## src/rtl/f16_pkg.sv

```systemverilog
// rtl/f16_pkg.sv - shared types and constants for the float16 to fixed 8.8 converter
package f16_pkg;

    typedef enum logic [2:0] {
        IDLE,
        CLASSIFY,
        SHIFT,
        ROUND,
        DONE
    } conv_state_t;

    localparam int          F16_BIAS    = 15;
    localparam int          F16_MANT_W  = 10;
    localparam logic [15:0] FIX_POS_SAT = 16'h7FFF;
    localparam logic [15:0] FIX_NEG_SAT = 16'h8000;

    typedef struct packed {
        logic       sign;
        logic [4:0] exp;
        logic [9:0] mant;
    } f16_t;

endpackage

```

## src/rtl/f16_classify.sv

```systemverilog
// rtl/f16_classify.sv - unpacks a float16 into class flags, signed shift count and significand
module f16_classify
    import f16_pkg::*;
#(
    parameter int EXP_ORIGIN = 17
) (
    input  logic [15:0]       flt,
    output logic              sign,
    output logic              is_zero,
    output logic              is_special,
    output logic signed [5:0] k,
    output logic [10:0]       sig
);

    f16_t f;

    // Subnormals are below the 8.8 LSB, so they are folded into zero.
    always_comb begin
        f          = f16_t'(flt);
        sign       = f.sign;
        is_zero    = (f.exp == 5'd0);
        is_special = (f.exp == 5'd31);
        k          = $signed({1'b0, f.exp}) - $signed(6'(EXP_ORIGIN));
        sig        = {1'b1, f.mant};
    end

endmodule

```

## src/rtl/f16_to_fix88_seq.sv

```systemverilog
// rtl/f16_to_fix88_seq.sv - multicycle float16 to signed 8.8 converter, 1-bit/cycle shifter, RNE
module f16_to_fix88_seq
    import f16_pkg::*;
#(
    parameter int FRAC    = 8,
    parameter int MAX_RSH = 12,
    parameter int MAX_LSH = 4
) (
    input  logic        clk,
    input  logic        reset,
    input  logic        start,
    input  logic [15:0] flt_in,
    output logic [15:0] fix_out,
    output logic        ack,
    output logic        busy,
    output logic        sat
);

    localparam int                EXP_ORIGIN = F16_BIAS + F16_MANT_W - FRAC;
    localparam logic signed [5:0] K_MAX      = 6'(MAX_LSH);
    localparam logic signed [5:0] K_FLUSH    = 6'(-MAX_RSH);

    conv_state_t       state;
    f16_t              flt_r;
    logic [15:0]       mag;
    logic              guard;
    logic              sticky;
    logic              left;
    logic [3:0]        cnt;

    logic              c_sign;
    logic              c_zero;
    logic              c_special;
    logic signed [5:0] c_k;
    logic [10:0]       c_sig;
    logic [15:0]       rounded;

    f16_classify #(.EXP_ORIGIN(EXP_ORIGIN)) u_classify (
        .flt        (flt_r),
        .sign       (c_sign),
        .is_zero    (c_zero),
        .is_special (c_special),
        .k          (c_k),
        .sig        (c_sig)
    );

    // Significand is at most 11 bits when right-shifted, so the increment never carries out.
    assign rounded = mag + 16'(guard & (sticky | mag[0]));

    always_ff @(posedge clk or negedge reset) begin
        if (!reset) begin
            state   <= IDLE;
            flt_r   <= '0;
            mag     <= '0;
            guard   <= 1'b0;
            sticky  <= 1'b0;
            left    <= 1'b0;
            cnt     <= '0;
            fix_out <= '0;
            ack     <= 1'b0;
            busy    <= 1'b0;
            sat     <= 1'b0;
        end else begin
            case (state)
                IDLE, DONE: begin
                    if (start) begin
                        flt_r <= f16_t'(flt_in);
                        ack   <= 1'b0;
                        busy  <= 1'b1;
                        state <= CLASSIFY;
                    end
                end
                CLASSIFY: begin
                    if (c_zero || c_k <= K_FLUSH) begin
                        fix_out <= '0;
                        sat     <= 1'b0;
                        ack     <= 1'b1;
                        busy    <= 1'b0;
                        state   <= DONE;
                    end else if (c_special || c_k > K_MAX) begin
                        fix_out <= c_sign ? FIX_NEG_SAT : FIX_POS_SAT;
                        sat     <= 1'b1;
                        ack     <= 1'b1;
                        busy    <= 1'b0;
                        state   <= DONE;
                    end else begin
                        mag    <= 16'(c_sig);
                        cnt    <= 4'(c_k[5] ? -c_k : c_k);
                        left   <= !c_k[5];
                        guard  <= 1'b0;
                        sticky <= 1'b0;
                        state  <= (c_k != 6'sd0) ? SHIFT : ROUND;
                    end
                end
                SHIFT: begin
                    if (left) begin
                        mag <= mag << 1;
                    end else begin
                        sticky <= sticky | guard;
                        guard  <= mag[0];
                        mag    <= mag >> 1;
                    end
                    cnt <= cnt - 4'd1;
                    if (cnt == 4'd1) state <= ROUND;
                end
                ROUND: begin
                    fix_out <= c_sign ? 16'(-rounded) : rounded;
                    sat     <= 1'b0;
                    ack     <= 1'b1;
                    busy    <= 1'b0;
                    state   <= DONE;
                end
                default: state <= IDLE;
            endcase
        end
    end

endmodule

```

## config.mk

```make
export PLATFORM = sky130hd
export DESIGN_NAME = f16_to_fix88_seq
export DESIGN_NICKNAME = d
export VERILOG_FILES = /design/src/rtl/f16_pkg.sv /design/src/rtl/f16_classify.sv /design/src/rtl/f16_to_fix88_seq.sv
export SDC_FILE = /design/constraint.sdc
export NUM_CORES = 1
export LEC_CHECK = 0
export BUFFER_PORTS_ARGS = -buffer_cell sky130_fd_sc_hd__buf_4
export CAP_MARGIN = 15
export CORE_UTILIZATION = 60
export DETAILED_ROUTE_END_ITERATION = 10
export PLACE_DENSITY = 0.89
export SETUP_SLACK_MARGIN = 0.15
export SLEW_MARGIN = 20
export SYNTH_ARGS = -nofsm -noshare
export SYNTH_HDL_FRONTEND = slang
export SYNTH_SLANG_ARGS = --single-unit
export TNS_END_PERCENT = 10
```

## constraint.sdc

```tcl
create_clock -name clk -period 7.15 [get_ports clk]
set_clock_uncertainty 0.2 [all_clocks]
set_input_delay 0.3575 -clock clk [delete_from_list [all_inputs] [get_ports clk]]
set_output_delay 0.3575 -clock clk [all_outputs]
set_load 0.02 [all_outputs]
```

# ---- After elaboration in Yosys (flattened, before gate mapping)
# Index checks and enable logic that the tools add are counted.
dict set report totals {
  ff_bits 61
  out_inout_bits 19
}
dict set report classes {
  n_addsub 5
  n_lt_le_gt_ge 2
  n_eq_ne 12
  mux 35
  bitwise_logic 5
  n_reduce_logical 17
}
# op count
set ops {}
lappend ops {{two-way mux 16 bit} 7}
lappend ops {{case mux 16 bit (2 select lines)} 2}
lappend ops {{adder 16 x 1 -> 16 bit} 1}
lappend ops {{negation 16 bit} 1}
lappend ops {{two-way mux 1 bit} 12}
lappend ops {{two-way mux 3 bit} 4}
lappend ops {{two-way mux 4 bit} 3}
lappend ops {{case mux 3 bit (4 select lines)} 1}
lappend ops {{inequality test 2 bit (second input constant)} 5}
lappend ops {{AND reduction 3 bit} 3}
lappend ops {{case mux 4 bit (2 select lines)} 1}
lappend ops {{equality test 3 x 2 -> 1 bit (second input constant)} 2}
lappend ops {{greater-than comparator 6 x 4 -> 1 bit (second input constant)} 1}
lappend ops {{less-or-equal comparator 6 x 5 -> 1 bit (second input constant)} 1}
lappend ops {{case mux 1 bit (2 select lines)} 3}
lappend ops {{case mux 1 bit (3 select lines)} 2}
lappend ops {{AND reduction 2 bit} 3}
lappend ops {{nonzero test 6 bit} 1}
lappend ops {{subtractor 5 x 5 -> 6 bit (second input constant)} 1}
lappend ops {{equality test 5 bit (second input constant)} 1}
lappend ops {{zero test 5 bit} 1}
lappend ops {{equality test 4 x 1 -> 1 bit (second input constant)} 1}
lappend ops {{negation 4 bit} 1}
lappend ops {{AND reduction 4 bit} 1}
lappend ops {{other kinds (13)} 17}

# ---- Logic depth before layout (Yosys ltp)
# Gate-level depths: netlist (run 1).
dict set report logic_depth {
  depth_word 6
  depth_mapped 12
  mapped_depth_nobuf 11
}

# ---- Cells and area by module
# Synthesis (run 1) repeated with hierarchy kept, for this count alone.
dict set report unflattened {
  hier_cells 432
  hier_area_um2 3928.8
}
# mod n_inst cells_each area_each_um2
set modules_own_cells {}
lappend modules_own_cells {f16_to_fix88_seq 1 405 3702.3}
lappend modules_own_cells {f16_classify 1 27 226.5}

# ---- Worst setup path before layout (run 1)
# Ideal clock, no wire load.
dict set report synth_path {
  path_kind {flip-flop to flip-flop}
  startpoint {register mag[0]}
  endpoint {register fix_out[15]}
  setup_ns 0.077
  t_arrival_ns 2.816
  path_slack_ns 4.057
  path_stages_with_launch 13
  n_path_buf 2
  synth_period_minus_slack_ns 3.093
  path_cell_list {dfrtp_1 > o21a_1 > ha_1 > ha_1 > buf_6 > and3_4 > buf_6 > mux2i_4 > a32oi_2 > or4b_4 > a211oi_2 > mux2_1 > o21ai_1}
}
dict set report synth_via {
  elab_chain_cells 6
}
# item line_no
set synth_rtl {}
lappend synth_rtl {{start, declared} f16_to_fix88_seq.sv:25} ;# logic [15:0] mag;
lappend synth_rtl {{start signal, assigned} f16_to_fix88_seq.sv:87} ;# mag <= 16'(c_sig);
lappend synth_rtl {{start signal, assigned} f16_to_fix88_seq.sv:97} ;# mag <= mag << 1;
lappend synth_rtl {{start signal, assigned} f16_to_fix88_seq.sv:101} ;# mag <= mag >> 1;
lappend synth_rtl {{OR 1 bit} f16_to_fix88_seq.sv:48} ;# assign rounded = mag + 16'(guard & (sticky | mag[0]));
lappend synth_rtl {{AND 1 bit} f16_to_fix88_seq.sv:48}
lappend synth_rtl {{adder 16 x 1 -> 16 bit (*)} f16_to_fix88_seq.sv:48}
lappend synth_rtl {{negation 16 bit} f16_to_fix88_seq.sv:107} ;# fix_out <= c_sign ? 16'(-rounded) : rounded;
lappend synth_rtl {{two-way mux 16 bit (*)} f16_to_fix88_seq.sv:107}
lappend synth_rtl {{case mux 16 bit (2 select lines) (*)} f16_to_fix88_seq.sv:64} ;# case (state)
lappend synth_rtl {{end signal, assigned} f16_to_fix88_seq.sv:81} ;# fix_out <= c_sign ? FIX_NEG_SAT : FIX_POS_SAT;
lappend synth_rtl {{end signal, assigned} f16_to_fix88_seq.sv:107}
lappend synth_rtl {{end, declared} f16_to_fix88_seq.sv:13} ;# output logic [15:0] fix_out,
# Mark *: on every way between the ends. The rest lies on a longest branch, timed or not.
# A chain may end at the register's enable or synchronous reset.

# ---- Final worst setup path (run 1)
# Same ends and word-level chain as after synthesis.

==> flow_metrics.tcl, run 1 <==
set metrics [dict create \
    status "completed" \
    grt_max_degree 62 \
    rows 29 \
    crit_required_ns 7.22 \
    fin_crit_sh 0.468 \
    critical_path.max_fanout 9 \
    layout.cells.non_filler 548 \
    crit_type "flop to flop" \
    vias_per_cell 6.16 \
    io_pins 38 \
    cts_tree "done" \
    avgSynthCellArea_um2 8.66 \
    postRouteAntennaNets 0 \
    drc_errors 0 \
    dieArea_um2 6840 \
    power_uw 2070 \
    syn_to_final_growth_pct 11.6 \
    tns_ns 0 \
    crit_path_start_kind "flop" \
    synthCells 451 \
    num_vias 3373 \
    hold_path_class "input port to flop" \
    drive_above_1_share 0.168 \
    fin_nets 494 \
    die_h_um 82.7 \
    whs_ns 0.0138 \
    ys_ff_latch 61 \
    crit_arrival_ns 3.42 \
    num_antenna_cells 0 \
    cts_buffers 9 \
    initial_utilization 0.619 \
    wire_per_inst_um 16.0 \
    cts-resized-gates 0 \
    wl_mm 8.79 \
    cts.clk_slew.worst_paths_ns 0.07 \
    cts-root-buf "clkbuf_8" \
    grt_use_total 0.281 \
    clock_latency_ns 0.34 \
    powerDensity_nw_per_um2 476 \
    async_flop_share 1.00 \
    place_congestion 0.896 \
    drt_iter0_markers 324 \
    syn-num-nets 477 \
    clock_sink_count 61 \
    fmax_mhz 299 \
    portBuffers 37 \
    gr-total-overflow 0 \
    p_leak_uw 0.00182 \
    tightest_slew_ns 0.930 \
    synth_edf_count 0 \
    synth_ff_type "dfrtp_1" \
    h-tree-depth 3 \
    grt_pass1_wl_mm 14.5 \
    antenna_found_initial 0 \
    dp_hpwl_mm 6.03 \
    rsz0062_at_grt "no" \
    synthesis.area_um2 3900 \
    period_minus_slack_ns 3.35 \
    dp_cells 532 \
    relSlewSlack 0.378 \
    coreArea_um2 6310 \
    endpoint_kind "flop" \
    synth_cell_type_count 59 \
    yosys_warnings 0 \
    drv_slew 0 \
    die_w_um 82.7 \
    maxCapViolations 0 \
    grt_pass1_vias 3082 \
    final_util 0.690 \
    hold_viol 0 \
    setup-violations-final 0 \
    peakVddDrop_uv 290 \
    drtPass1Iterations 5 \
    ys_seq_area_frac 0.391 \
    cts_buffer_depth 2 \
]
==> where the power goes <==
part	switching (uW)	internal (uW)
Sequential	240	505
Clock	132	186
Combinational	559	450
==> registers in the layout, indices dropped and copies added, names as in the netlist <==
signal	cells
ack	1
busy	1
cnt	4
fix_out	16
flt_r	16
guard	1
left	1
mag	16
sat	1
state	3
sticky	1
==> path summary, 6_finish.rpt <==
check | start | endpoint | slack (ns) | depth (start not counted)
max | mag[0]$_DFFE_PN0P_ | fix_out[15]$_DFFE_PN0P_ | 3.80 | 10
min | flt_in[15] | flt_r[15]$_DFFE_PN0P_ | 0.01 | 3
max reg2reg | mag[0]$_DFFE_PN0P_ | fix_out[15]$_DFFE_PN0P_ | 3.80 | 10
min reg2reg | fix_out[8]$_DFFE_PN0P_ | fix_out[8]$_DFFE_PN0P_ | 0.29 | 1
max in group asynchronous | reset | flt_r[3]$_DFFE_PN0P_ | 5.83 | 2
min in group asynchronous | reset | fix_out[12]$_DFFE_PN0P_ | 0.42 | 2
==> cells in the mapped netlist, drive strengths merged, types with 2 or more instances <==
master  number  area, um^2
dfrtp       61        1530
nand2       53         199
nor2        34         128
o21ai       29         145
a21oi       23         115
clkbuf      23        87.6
xnor2       18         158
nor3        16        80.1
inv         14        52.6
nand3       14        70.1
buf         13        78.8
mux2        13         146
a211oi      12        95.1
a31oi       12        75.1
mux2i       12         133
nor2b       11        68.8
nand4        9        56.3
ha           7        87.6
and3         6        42.5
nor4         6        50.0
o21a         6        45.0
o22ai        6        37.5
xor2         6        52.6
o31ai        5        37.5
and2         4        25.0
nand2b       4        25.0
or2          4        25.0
or3          4        25.0
a32oi        3        33.8
a21o         2        15.0
a22o         2        17.5
a22oi        2        15.0
a311oi       2        17.5
a31o         2        17.5
==> kinds of logic after synthesis <==
group | Yosys count | share of synthesized area
simple gates | 172 | 0.220
compound gates | 112 | 0.185
flops | 61 | 0.391
buf+inv | 50 | 0.0561
mux | 25 | 0.0715
xor+xnor | 24 | 0.0538
fa+ha+maj | 7 | 0.0224
==> what timing repair did <==
item,4_1_cts,5_1_grt
endpoints found under the hold margin,62,0
buffers inserted,0,0
hold buffers,2,0
==> critical path, stage by stage (launching register included) <==
cell and delay [ns]:
dfrtp_1 0.43, o21a_1 0.16, ha_1 0.21, ha_1 0.36
and3_4 0.29, mux2i_4 0.25, a32oi_2 0.12, or4b_4 0.60
a211oi_2 0.18, mux2_1 0.34, o21ai_1 0.12
==> cells in the final DEF (no fill, tap or decap), types with 14 or more instances in the layout <==
cell,n
buf_4,40
nor3_1,16
inv_1,14
nand3_1,14
dfrtp_1,61
a21oi_1,23
xnor2_1,18
o21ai_0,26
nand2_1,53
nor2_1,34
==> stage by stage <==
| stage | worst slack (ns) | cell area [um^2] |
|---|---|---|
| floorplan | 4.06 | 3910 |
| global placement | 4.00 | 4140 |
| detailed placement | 3.87 | 4140 |
| CTS | 3.85 | 4360 |
| global route | 3.65 | 4360 |
| finish | 3.80 | 4360 |
==> routing by layer <==
layer | GRT usage | up-vias | part of all wire
li1 | - | 1634 | -
met1 | 0.369 | 1598 | 0.45
met2 | 0.454 | 119 | 0.48
met3 | 0.0462 | 22 | 0.050
met4 | 0.126 | 0 | 0.021
met5 | 0 | - | 0
==> area by class of cell <==
| type | instances | area, um^2 |
|---|---|---|
| clock inverters | 1 | 30.0 |
| clock buffers | 13 | 169 |
| fillers | 523 | 1950 |
| multi-input cells | 340 | 2160 |
| flip-flops and latches | 61 | 1530 |
| repair buffers | 42 | 320 |
| well taps | 77 | 96.3 |
| inverters | 14 | 52.6 |
Power figures use the tool's default switching activity.
==> run 2: changes to the inputs <==
- CORE_UTILIZATION: 60 -> 54
- PLACE_DENSITY: 0.89 -> 0.85
- clock period: 7.15 -> 3 ns (I/O delays scaled with it)
==> run 2 against run 1 <==
Effect of this change: core utilization increased by 0.68 points; sequential share of layout area decreased by 3.3 points; routed wire length increased by 15%; sequential cell count unchanged; design area increased by 10%; maximum frequency increased by 13%; sequential power increased by 120%; global-route usage about the same; critical endpoint unchanged; largest cell class unchanged.
==> flow_metrics.tcl, run 2 (same netlist as run 1, synthesis figures left out) <==
set metrics [dict create \
    cts-root-buf "clkbuf_8" \
    cts_tree "done" \
    drtPass1Iterations 8 \
    crit_required_ns 3.08 \
    period_minus_slack_ns 2.97 \
    layout_commonest_cell "buf_4" \
    hold_path_class "input port to asynchronous set/reset pin" \
    io_pins 38 \
    hold_viol 0 \
    status "completed" \
    reg2reg_depth 11 \
    wl_mm 10.1 \
    placed_cell_area_um2 4330 \
    crit_path_start_kind "flop" \
    clock_sink_count 61 \
    crit_type "flop to flop" \
    maxCapViolations 0 \
    cpMaxStageDelayCell "or4b_4" \
    crit_arrival_ns 3.05 \
    fmax_mhz 337 \
    h-tree-depth 3 \
    die_h_um 87.0 \
    place_congestion 0.916 \
    portBuffers 37 \
    drc_errors 0 \
    reg2reg_from "mag[0]$_DFFE_PN0P_" \
    stdcell_area_um2 4820 \
    dieArea_um2 7580 \
    path_cells "o21a_1 > ha_4 > ha_4 > buf_6 > nand4_1 > o22ai_1 > mux2i_1 > or4b_4 > a211oi_2 > mux2_4 > o21ai_2" \
    vias_per_cell 6.08 \
    cts_buffers 9 \
    peakVddDrop_uv 530 \
    drive_above_1_share 0.229 \
    powerDensity_nw_per_um2 1110 \
    top_regs "fix_out (16), flt_r (16), mag (16)" \
    postRouteAntennaNets 0 \
    grt_pass1_vias 3544 \
    final_util 0.697 \
    setup-violations-final 0 \
    fin_nets 540 \
    relSlewSlack 0.379 \
    antenna_found_initial 0 \
    p_leak_uw 0.00203 \
    drv_slew 0 \
    rsz0062_at_grt "yes" \
    r2r_slack_ns 0.03 \
    grt_max_degree 62 \
    cts_buffer_depth 2 \
    num_vias 3740 \
    path_common_cell "ha_4" \
    grt_pass1_wl_mm 16.5 \
    num_antenna_cells 0 \
    coreArea_um2 6910 \
    clock_latency_ns 0.35 \
    gr-total-overflow 0 \
    endpoint_kind "flop" \
    dp_hpwl_mm 6.48 \
    layout.cells.non_filler 615 \
    drt_iter0_markers 326 \
    timing.rr.end "fix_out[15]$_DFFE_PN0P_" \
    tightest_slew_ns 0.931 \
    final_cell_mix "buf_4, dfrtp_1, nand2_1, nor2_1, o21ai_0" \
    wire_per_inst_um 16.4 \
    critical-path-max-stage-delay_ns 0.55 \
    grt_use_total 0.281 \
    syn_to_final_growth_pct 23.3 \
    critical_path.max_fanout 5 \
    cts.clk_slew.worst_paths_ns 0.07 \
    rows 30 \
    dp_cells 573 \
    die_w_um 87.0 \
    initial_utilization 0.565 \
    fin_crit_sh 0.989 \
]
## run 2: cell count changes in the layout (fill, tap and decap cells not counted), moves of 2 or more
| cell | before | now |
|---|---|---|
| ha_4 | 0 | 2 |
| dlygate4sd3_1 | 2 | 18 |
| o21ai_2 | 0 | 2 |
| clkbuf_8 | 12 | 10 |
| buf_4 | 40 | 69 |
| ha_1 | 7 | 5 |
| clkinv_2 | 0 | 4 |
## run 2: area by class of cell
type                       instances  area [um^2]
multi-input combinational        340         2220
fill                             523         2090
sequential                        61         1530
timing repair buffer              88          709
clock buffer                      11          141
tap                               96          120
inverter                          14         52.6
clock inverter                     5         50.0
## run 2: power by group
group	leakage, uW	internal (uW)	switching [uW]
combinational	0.00119	1330	1650
clock	0.000103	401	340
sequential	0.000735	1210	423
## run 2: what timing repair did
item	4_1_cts	5_1_grt
resized for setup	7	5
buffers inserted	7	1
endpoints found under the hold margin	78	0
endpoints found under the setup margin	2	25
pin swaps	6	6
hold buffers	18	0
## run 2: worst max-delay path by stage
stage                                  start                       to  slack, ns  cells past startpoint
final                     mag[0]$_DFFE_PN0P_  fix_out[15]$_DFFE_PN0P_       0.03                     11
after global placement    mag[0]$_DFFE_PN0P_  fix_out[15]$_DFFE_PN0P_       0.12                     10
after CTS                  guard$_DFFE_PN0P_  fix_out[15]$_DFFE_PN0P_       0.12                     11
after floorplan           mag[0]$_DFFE_PN0P_  fix_out[15]$_DFFE_PN0P_      -0.08                     12
after global routing      mag[0]$_DFFE_PN0P_  fix_out[15]$_DFFE_PN0P_      -0.05                     11
after detailed placement  mag[0]$_DFFE_PN0P_  fix_out[15]$_DFFE_PN0P_      0.002                     11
## run 2: per-stage QoR
step / setup WS [ns] / hold WS, ns / setup TNS [ns] / total power, uW
after CTS: 0.119 / 0.250 / 0 / 5220
after floorplan: -0.0776 / -0.346 / -0.0776 / 3530
after detailed placement: 0.00249 / 0.0715 / 0 / 4380
after global routing: -0.0454 / 0.300 / -0.0454 / 5710
after global placement: 0.119 / 0.0708 / 0 / 4250
final: 0.0320 / 0.213 / 0 / 5350
## run 2: routing by layer
layer	up-vias	GRT usage	share of wire
li1	1732	-	-
met3	32	0.0389	0.066
met1	1793	0.354	0.42
met2	183	0.464	0.49
met5	-	0	0
met4	0	0.156	0.029
## run 2: critical path: cells and delay by family (launching register included)
kind                     cells  cell delay (ns)
adder cells (fa/ha/maj)      2             0.31
multiplexers                 2             0.47
buffers and inverters        1             0.10
AO/OA/AOI/OAI                4             0.73
flip-flops                   1             0.36
AND/OR/NAND/NOR              2             0.71
